$ cat config.mk
export PLATFORM = sky130hd
export DESIGN_NAME = ame_num_div
export DESIGN_NICKNAME = d
export VERILOG_FILES = /design/src/rtl/ame_pkg.sv /design/src/rtl/ame_div_step.sv /design/src/rtl/ame_num_div.sv
export SDC_FILE = /design/constraint.sdc
export NUM_CORES = 1
export LEC_CHECK = 0
export BUFFER_PORTS_ARGS = -buffer_cell sky130_fd_sc_hd__buf_2
export CAP_MARGIN = 20
export CORE_UTILIZATION = 40
export CTS_CLUSTER_DIAMETER = 60
export CTS_CLUSTER_SIZE = 30
export DETAILED_ROUTE_END_ITERATION = 8
export MAX_ROUTING_LAYER = met4
export PLACE_DENSITY = 0.68
export SLEW_MARGIN = 40
export SYNTH_ARGS = -nofsm -noshare
export SYNTH_HDL_FRONTEND = slang
export SYNTH_SLANG_ARGS = --single-unit
$ cat constraint.sdc
create_clock -name clk_i -period 22.6 [get_ports clk_i]
set_clock_uncertainty 0.2 [all_clocks]
set_input_delay 1.13 -clock clk_i [delete_from_list [all_inputs] [get_ports clk_i]]
set_output_delay 1.13 -clock clk_i [all_outputs]
set_load 0.01 [all_outputs]
$ cat src/rtl/ame_pkg.sv
// ame_pkg: shared FSM state type and saturation helper for the AME ratio divider.
package ame_pkg;
  typedef enum logic [2:0] {IDLE, SETUP_MD, ITER_MD, SETUP_LC, ITER_LC, FIN} ame_div_state_t;
  function automatic logic [63:0] ame_sat_mag(input int qb);
    return (64'd1 << (qb - 1)) - 64'd1;
  endfunction
endpackage

$ cat src/rtl/ame_div_step.sv
// ame_div_step: one combinational radix-2 restoring division iteration.
module ame_div_step #(
  parameter int DW = 64
) (
  input  logic [DW-1:0] rem_i,
  input  logic          bit_i,
  input  logic [DW-1:0] den_i,
  output logic [DW-1:0] rem_o,
  output logic          q_o
);
  logic [DW-1:0] t;
  // rem_i < den_i on entry, so the subtracted result always fits in DW bits
  assign t     = {rem_i[DW-2:0], bit_i};
  assign q_o   = rem_i[DW-1] | (t >= den_i);
  assign rem_o = q_o ? t - den_i : t;
endmodule

$ cat src/rtl/ame_num_div.sv
// ame_num_div: computes Q_MD=(M<<FRAC_BITS)/D and Q_LC=(L<<FRAC_BITS)/C with a shared restoring divider.
// Optional AME_DIV_ROUND_EN: round half away from zero instead of truncating.
module ame_num_div
  import ame_pkg::*;
#(
  parameter int COMP_DATA_BITS = 64,
  parameter int FRAC_BITS      = 16,
  parameter int QUOT_BITS      = 32
) (
  input  logic                              clk_i,
  input  logic                              rst_n_i,
  input  logic                              comp_init_i,
  output logic                              comp_busy_o,
  output logic                              comp_done_o,
  input  logic [$clog2(COMP_DATA_BITS)-1:0] comp_shift_i,
  input  logic [3:0][COMP_DATA_BITS-1:0]    comp_data_i,
  output logic [$clog2(COMP_DATA_BITS)-1:0] comp_shift_o,
  output logic [1:0][QUOT_BITS-1:0]         comp_quot_o,
  output logic [1:0]                        comp_sat_o,
  output logic [1:0]                        comp_dz_o
);
  localparam int DW = COMP_DATA_BITS;
  localparam int FB = FRAC_BITS;
  localparam int QB = QUOT_BITS;
  localparam int NW = DW + FB;
  localparam int SW = $clog2(DW);
  localparam int CW = $clog2(QB);
  localparam logic [QB-2:0] MAX_MAG = (QB-1)'(ame_sat_mag(QB));

  ame_div_state_t         state;
  logic [CW-1:0]          cnt;
  logic [3:0][DW-1:0]     op;
  logic [SW-1:0]          shift;
  logic [QB-2:0]          nlow;
  logic [DW-1:0]          dv;
  logic [DW-1:0]          rem;
  logic [QB-2:0]          q;
  logic                   sgn;
  logic [1:0][QB-2:0]     mag;
  logic [1:0]             rsgn;
  logic [1:0]             rsat;
  logic [1:0]             rdz;

  logic                   md;
  logic [DW-1:0]          num;
  logic [DW-1:0]          den;
  logic [DW-1:0]          anum;
  logic [DW-1:0]          aden;
  logic [NW-1:0]          nfull;
  logic [NW-1:0]          nh;
  logic                   dz;
  logic                   ovf;
  logic                   sgn_c;
  logic [DW-1:0]          rem_n;
  logic                   q_bit;
  logic [QB-2:0]          qn;
  logic [QB-2:0]          fmag;
  logic                   fsat;

  ame_div_step #(.DW(DW)) u_step (
    .rem_i (rem),
    .bit_i (nlow[QB-2]),
    .den_i (dv),
    .rem_o (rem_n),
    .q_o   (q_bit)
  );

  always_comb begin
    md    = state == SETUP_MD || state == ITER_MD;
    num   = md ? op[3] : op[1];
    den   = md ? op[2] : op[0];
    anum  = num[DW-1] ? -num : num;
    aden  = den[DW-1] ? -den : den;
    nfull = {anum, {FB{1'b0}}};
    nh    = nfull >> (QB - 1);
    dz    = den == '0;
    ovf   = nh >= NW'(aden);
    sgn_c = dz ? num[DW-1] : num[DW-1] ^ den[DW-1];
    qn    = {q[QB-3:0], q_bit};
`ifdef AME_DIV_ROUND_EN
    fsat  = ({rem_n, 1'b0} >= {1'b0, dv}) && qn == MAX_MAG;
    fmag  = ({rem_n, 1'b0} >= {1'b0, dv}) && qn != MAX_MAG ? qn + (QB-1)'(1) : qn;
`else
    fsat  = 1'b0;
    fmag  = qn;
`endif
  end

  always_ff @(posedge clk_i or negedge rst_n_i) begin
    if (!rst_n_i) begin
      state        <= IDLE;
      cnt          <= '0;
      op           <= '0;
      shift        <= '0;
      nlow         <= '0;
      dv           <= '0;
      rem          <= '0;
      q            <= '0;
      sgn          <= 1'b0;
      mag          <= '0;
      rsgn         <= '0;
      rsat         <= '0;
      rdz          <= '0;
      comp_busy_o  <= 1'b0;
      comp_done_o  <= 1'b0;
      comp_shift_o <= '0;
      comp_quot_o  <= '0;
      comp_sat_o   <= '0;
      comp_dz_o    <= '0;
    end else begin
      comp_done_o <= 1'b0;
      unique case (state)
        IDLE: begin
          if (comp_init_i) begin
            op          <= comp_data_i;
            shift       <= comp_shift_i;
            comp_busy_o <= 1'b1;
            state       <= SETUP_MD;
          end
        end
        SETUP_MD, SETUP_LC: begin
          dv   <= aden;
          sgn  <= sgn_c;
          nlow <= nfull[QB-2:0];
          rem  <= nh[DW-1:0];
          q    <= '0;
          cnt  <= '0;
          // zero divisor or a quotient too wide for QB bits: emit saturated result, skip iterating
          if (dz || ovf) begin
            mag[md]  <= MAX_MAG;
            rsgn[md] <= sgn_c;
            rsat[md] <= 1'b1;
            rdz[md]  <= dz;
            state    <= md ? SETUP_LC : FIN;
          end else begin
            state    <= md ? ITER_MD : ITER_LC;
          end
        end
        ITER_MD, ITER_LC: begin
          rem  <= rem_n;
          q    <= qn;
          nlow <= nlow << 1;
          cnt  <= cnt + CW'(1);
          if (cnt == CW'(QB - 2)) begin
            mag[md]  <= fmag;
            rsgn[md] <= sgn;
            rsat[md] <= fsat;
            rdz[md]  <= 1'b0;
            state    <= md ? SETUP_LC : FIN;
          end
        end
        FIN: begin
          for (int i = 0; i < 2; i++)
            comp_quot_o[i] <= rsgn[i] ? -{1'b0, mag[i]} : {1'b0, mag[i]};
          comp_sat_o   <= rsat;
          comp_dz_o    <= rdz;
          comp_shift_o <= shift;
          comp_done_o  <= 1'b1;
          comp_busy_o  <= 1'b0;
          state        <= IDLE;
        end
        default: state <= IDLE;
      endcase
    end
  end
endmodule

== Word level (Yosys, flattened, before mapping) ==
Index checks and enable logic that the tools add are counted.
Cells by class
  reduce and logical (&&, ||, !) cells: 13
  magnitude comparators: 4
  muxes and demuxes: 41
  equality and inequality tests: 9
  add/sub/neg operators: 6
  bitwise operators: 7
Operators by type and width (number)
  $mux W64: 5
  $neg A64 Y64: 2
  $pmux W64 S2: 1
  $mux W62: 2
  $pmux W62 S2: 1
  $ge A49 B64 Y1: 1
  $ge A64 B64 Y1: 1
  $logic_not A64 Y1: 1
  $mux W32: 2
  $neg A31 Y32: 2
  $sub A64 B64 Y64: 1
  $bwmux W62: 1
  $or A62 B62 Y62: 1
  $pmux W31 S2: 1
  $pmux W30 S2: 1
  $demux W31 S1: 1
  $mux W31: 1
  $mux W3: 5
  $mux W2: 6
  $pmux W2 S2: 3
  $pmux W5 S2: 1
  $pmux W3 S3: 1
  $bwmux W2: 3
  $eq A3 B2 Y1 const B: 2
  other kinds (22): 34
Word-level totals
  word-level logic and storage cells: 104
  input port bits: 265
  output and inout port bits: 76
  register bits after elaboration: 604

== Depth between registers and ports, before layout ==
  depth after elaboration: 10
  depth in mapped cells: 36
  gate-level depth less buffers: 22

== Hierarchy ==
A second synthesis with hierarchy kept.
Second synthesis, totals
  cell total of the unflattened synthesis: 3835
  area total of the unflattened synthesis: 35585.4 um^2
Modules (own cells, without submodules)
  ame_num_div: cells an instance 3031, area each 30698.2 um^2, times used 1, sequential area each 14714.1 um^2
  ame_div_step: cells an instance 804, area each 4887.2 um^2, times used 1, sequential area each 0.0 um^2

== Worst setup path after synthesis ==
No wires, ideal clock.
  path kind: register -> register
  start point: register state[0]
  end point: register rsgn[0]
  library setup time: 0.127 ns
  data required time: 22.273 ns
  data arrival time: 7.542 ns
  buffers on the path: 11
  path slack: 14.731 ns
  period minus slack after synthesis: 7.869 ns
  stages on the path, launching flop included: 33
  cell sequence: dfrtp_1 -> xor2_1 -> nand2_1 -> buf_2 -> buf_4 -> buf_6 -> buf_4 -> buf_6 -> buf_2 -> buf_2 -> buf_2 -> buf_1 -> buf_2 -> mux2i_1 -> ha_1 -> nor3b_1 -> and4_1 -> nor4b_1 -> a31o_2 -> a21oi_1 -> xor2_1 -> ha_1 -> nand4_1 -> nor3_1 -> o2111ai_1 -> a311o_1 -> a2111oi_0 -> a211oi_1 -> or4_1 -> a2111oi_4 -> o311a_1 -> buf_4 -> mux2_1
Between the ends
  cells in the longest elaborated chain, start to end: 9
  elaborated cells between the ends (all ways): 32
  classes of those cells: add/sub: 2; order compare: 3; eq/ne: 6; mux: 12; bitwise: 1; reduce/logical: 8
Ends and longest elaborated chain
  start, declared: line ame_num_div.sv:30  | ame_div_state_t state;
  start signal, assigned: line ame_num_div.sv:134  | state <= md ? SETUP_LC : FIN;
  start signal, assigned: line ame_num_div.sv:136  | state <= md ? ITER_MD : ITER_LC;
  start signal, assigned: line ame_num_div.sv:149  | state <= md ? SETUP_LC : FIN;
  $eq A3 B1 Y1 or $eq A3 B2 Y1 (tied branches): line ame_num_div.sv:69, ame_num_div.sv:112
  $logic_or A1 B1 Y1: line ame_num_div.sv:69  | md = state == SETUP_MD || state == ITER_MD;
  $mux W64, or another cell as far along: line ame_num_div.sv:70  | num = md ? op[3] : op[1];
  $neg A64 Y64, or another cell as far along: line ame_num_div.sv:72  | anum = num[DW-1] ? -num : num;
  $mux W64, or another cell as far along: line ame_num_div.sv:72
  $ge A49 B64 Y1 or $demux W1 S1 (tied branches): line ame_num_div.sv:77, ame_num_div.sv:131, ame_num_div.sv:146
  $logic_or A1 B1 Y1, or another cell as far along: line ame_num_div.sv:129  | if (dz || ovf) begin
  $ne A2 B2 Y1 (no source line), or another cell as far along
  $reduce_and A3 Y1 (no source line) or $pmux W2 S2 (tied branches)
  end signal, assigned by index: line ame_num_div.sv:131  | rsgn[md] <= sgn_c;
  end signal, assigned by index: line ame_num_div.sv:146  | rsgn[md] <= sgn;
  end, declared: line ame_num_div.sv:40  | logic [1:0] rsgn;
Several ways; a longest one is shown, not always the timed one. The select of a mux whose other input is x is not followed.
A chain may end at the register's enable or synchronous reset.

== Final worst setup path ==
Ends and elaborated chain as after synthesis.

==> results.md <==
* Initial antenna violation count at 3
* Syn avg cell area at slightly below 10 um2
* Overall routing resource usage at 26.3%
* Placed Cells at between 4,000 and 5,000
* Critical Path End Type: flip-flop
* First-pass GRT wire length at between 150,000 and 200,000 um
* Die span in y at about 300 um
* Status: completed
* Hold Startpoint: shift[1]
* RR Startpoint: state[0]
* Sequential element share of the synthesized area at 42.6%
* Top routing layer in use: met4
* Clock Latency Late Sink at 0.64 ns
* DR WL met2 at 48,500 um
* Buf/Inv on CP at 4
* Layout cells sized above 1 at between 20% and 30%
* Drc violations at 0
* Worst-path fanout max at 96
* Met1 WL at roughly 51,000 um
* Cell variety after synth at a little under 90
* Clock buffer depth at 3
* Delay-heaviest family, CP: compound AO/OA/AOI/OAI gates
* FF-to-FF End: rsgn[0]
* Cells after Synth at 3,539
* Width of the die at around 300 um
* Max_slew headroom at 42.3%
* Core Area at between 80,000 and 90,000 um2
* Top_reg_cell synth: dfrtp_1
* HPWL after DPL at between 80,000 and 90,000 um
* Maximum clock frequency at 119 MHz
* Unrepaired setup endpoints after global routing: no
* Total grt overflow at 0
* Final TNS setup at 0 ns
* Root Buffer: clkbuf_16
* NumNets Final at between 4,000 and 5,000
* Resize count post-CTS at 0
* CP Launch Type: flip-flop
* RePlAce Congestion at 0.982
* EDFF count, synth at 0
* Vias/cell at 5.86
* Io pins at 341
* Starting Density at about two fifths
* Minimum clock period at about 8.4 ns
* Crit Path Class: flip-flop to flip-flop
* Worst-path clk slew at 0.09 ns
* Tcrit/Tclk final at between 30% and 40%
* Area Growth Syn to Fin at 13.7%
* Hold path cells at 2
* Synth top area share at 42.6%
* Via count at slightly below 30,000
* Internal reg-to-reg setup slack at 14.18 ns
* Req. time, crit path at ~23 ns
* Slew Limit Fails at 0
* Critical Path Max Stage Delay at ~0.74 ns
* Hold Slack at 0.260 ns
* Post-DRT Antenna Nets at 0
* CTS tree: yes
* Avg WL per Cell at about 23 um
* CP max stage cell: dfrtp_1
* Final WL at between 100,000 and 150,000 um
* R2R depth at 25
* Post-CTS Hold Buffers at 0
* Iteration-0 DRC count of the detailed router at 2,952
* Port bufs at 340
* Max-cap violations at 0
* Die area at ~87,000 um2
* Fill cells at roughly 8,100
* Post-Syn Area at 34,500 um2
* Non-Filler Instances at 4,957
* Max H-tree Level at 2
* Setup violators final at 0
* Clk sinks at about 590
* Worst slew pin tran at between 0.8 and 0.9 ns
* Hold Path Class: flip-flop to flip-flop
* Hold endpoint: comp_shift_o[1]
* Detailed Routing Iterations Pass 1 at 6
* Pin count of the biggest net entering global routing at 138
* Crit path DAT at slightly below 9 ns
* Dominant cells by area after synthesis: dfrtp_1 (43%), mux2_2 (8.4%), o21ai_0 (4.8%)
* Met3 WL at slightly above 8000 um
* Synth area leader: dfrtp_1
* Site Rows at ~110
* Cts bufs inserted at 53
* Yosys reg bits at a little under 600
* Fin. Hold Viols at 0
* Vias in the first global route at between 20,000 and 30,000
* Fraction of registers with async set/reset at 100%
* Post-CTS setup buffers at 0
* Synthesis warning total at 0
* Syn nets at approximately 3,900
## kinds of logic after synthesis
group / share of synthesized area [%]
flops: 42.6
fa+ha+maj: 4.37
xor+xnor: 6.24
simple gates: 13.5
mux: 13.0
buf+inv: 3.70
compound gates: 16.6
## cells in the mapped netlist (all sizes together), types with 15 or more instances
cell type	number
dfrtp	588
nand2	405
o21ai	336
mux2	258
mux2i	158
clkbuf	157
nor2	141
xor2	140
a21oi	137
ha	119
inv	109
xnor2	105
nand3	83
nor3	79
o22a	61
a22oi	55
a21o	53
nor4	53
buf	47
nand4	45
o31ai	39
or3	33
or4	26
a31oi	23
and3	23
nand2b	20
o41ai	20
o211ai	19
nor2b	17
a211oi	15
## routing by layer
layer	up-vias	global-route usage [%]
met5	-	-
met4	0	8.54
met3	221	3.51
met2	1207	38.2
li1	13400	-
met1	14200	37.7
## stage by stage
stage	area, um2	setup slack (ns)	utilization (%)
floorplan	34500	14.73	-
global placement	37200	14.37	43.6
detailed placement	37200	14.35	43.6
CTS	39200	14.28	45.9
global route	39300	13.84	46.0
finish	39300	14.18	46.0
## how the worst max path moves through the flow
stage              from       to  slack, ns  cells past startpoint
4_1_cts        state[0]  rsgn[0]      14.28                     24
5_1_grt        state[0]  rsgn[0]      13.84                     25
6_report       state[0]  rsgn[0]      14.18                     25
2_1_floorplan  state[0]  rsgn[0]      14.73                     32
3_3_place_gp   state[0]  rsgn[0]      14.37                     24
3_5_place_dp   state[0]  rsgn[0]      14.35                     24
## state kept, by name, indices dropped and copies added, names as in the netlist, 2 cells and up, named ones only
register and cells:
q 30, comp_dz_o 2, comp_sat_o 2, state 3, cnt 5, rsgn 2, mag 62, nlow 15
rem 64, dv 64, rdz 2, shift 6, comp_shift_o 6, op 256, comp_quot_o 64
## tightest hold or removal path: cells and delay by family (launching register included)
family,cells,cell delay (ns)
DFF,1,0.35
and+or+nand+nor,2,0.10
## cells in the final DEF (no fill, tap or decap), types with 26 or more instances in the layout
master,synthesis,layout
dfrtp_1,588,586
nand2_1,405,403
buf_2,21,339
o21ai_0,330,330
mux2_2,257,257
mux2i_1,157,155
xor2_1,140,139
nor2_1,141,138
a21oi_1,137,136
ha_1,119,119
inv_1,109,109
xnor2_1,104,104
nand3_1,83,83
nor3_1,79,79
o22a_1,61,61
a22oi_1,55,55
clkbuf_16,0,54
a21o_1,53,52
nor4_1,51,48
nand4_1,44,44
o31ai_1,39,38
or3_1,33,33
or4_1,26,26
## final cells by class
type | instances | area [um2] | area share (%)
antenna | 3 | 7.51 | 0.0191
clock buffer | 59 | 1390 | 3.54
clock inverter | 39 | 577 | 1.47
inverter | 110 | 413 | 1.05
multi-input combinational | 2637 | 18700 | 47.5
sequential | 588 | 14700 | 37.5
tap | 1144 | 1430 | 3.65
timing repair buffer | 377 | 2060 | 5.26
Power is left out: the tool's default activity adds up to more than one toggle a clock period on the data nets, which glitch-free logic cannot reach.
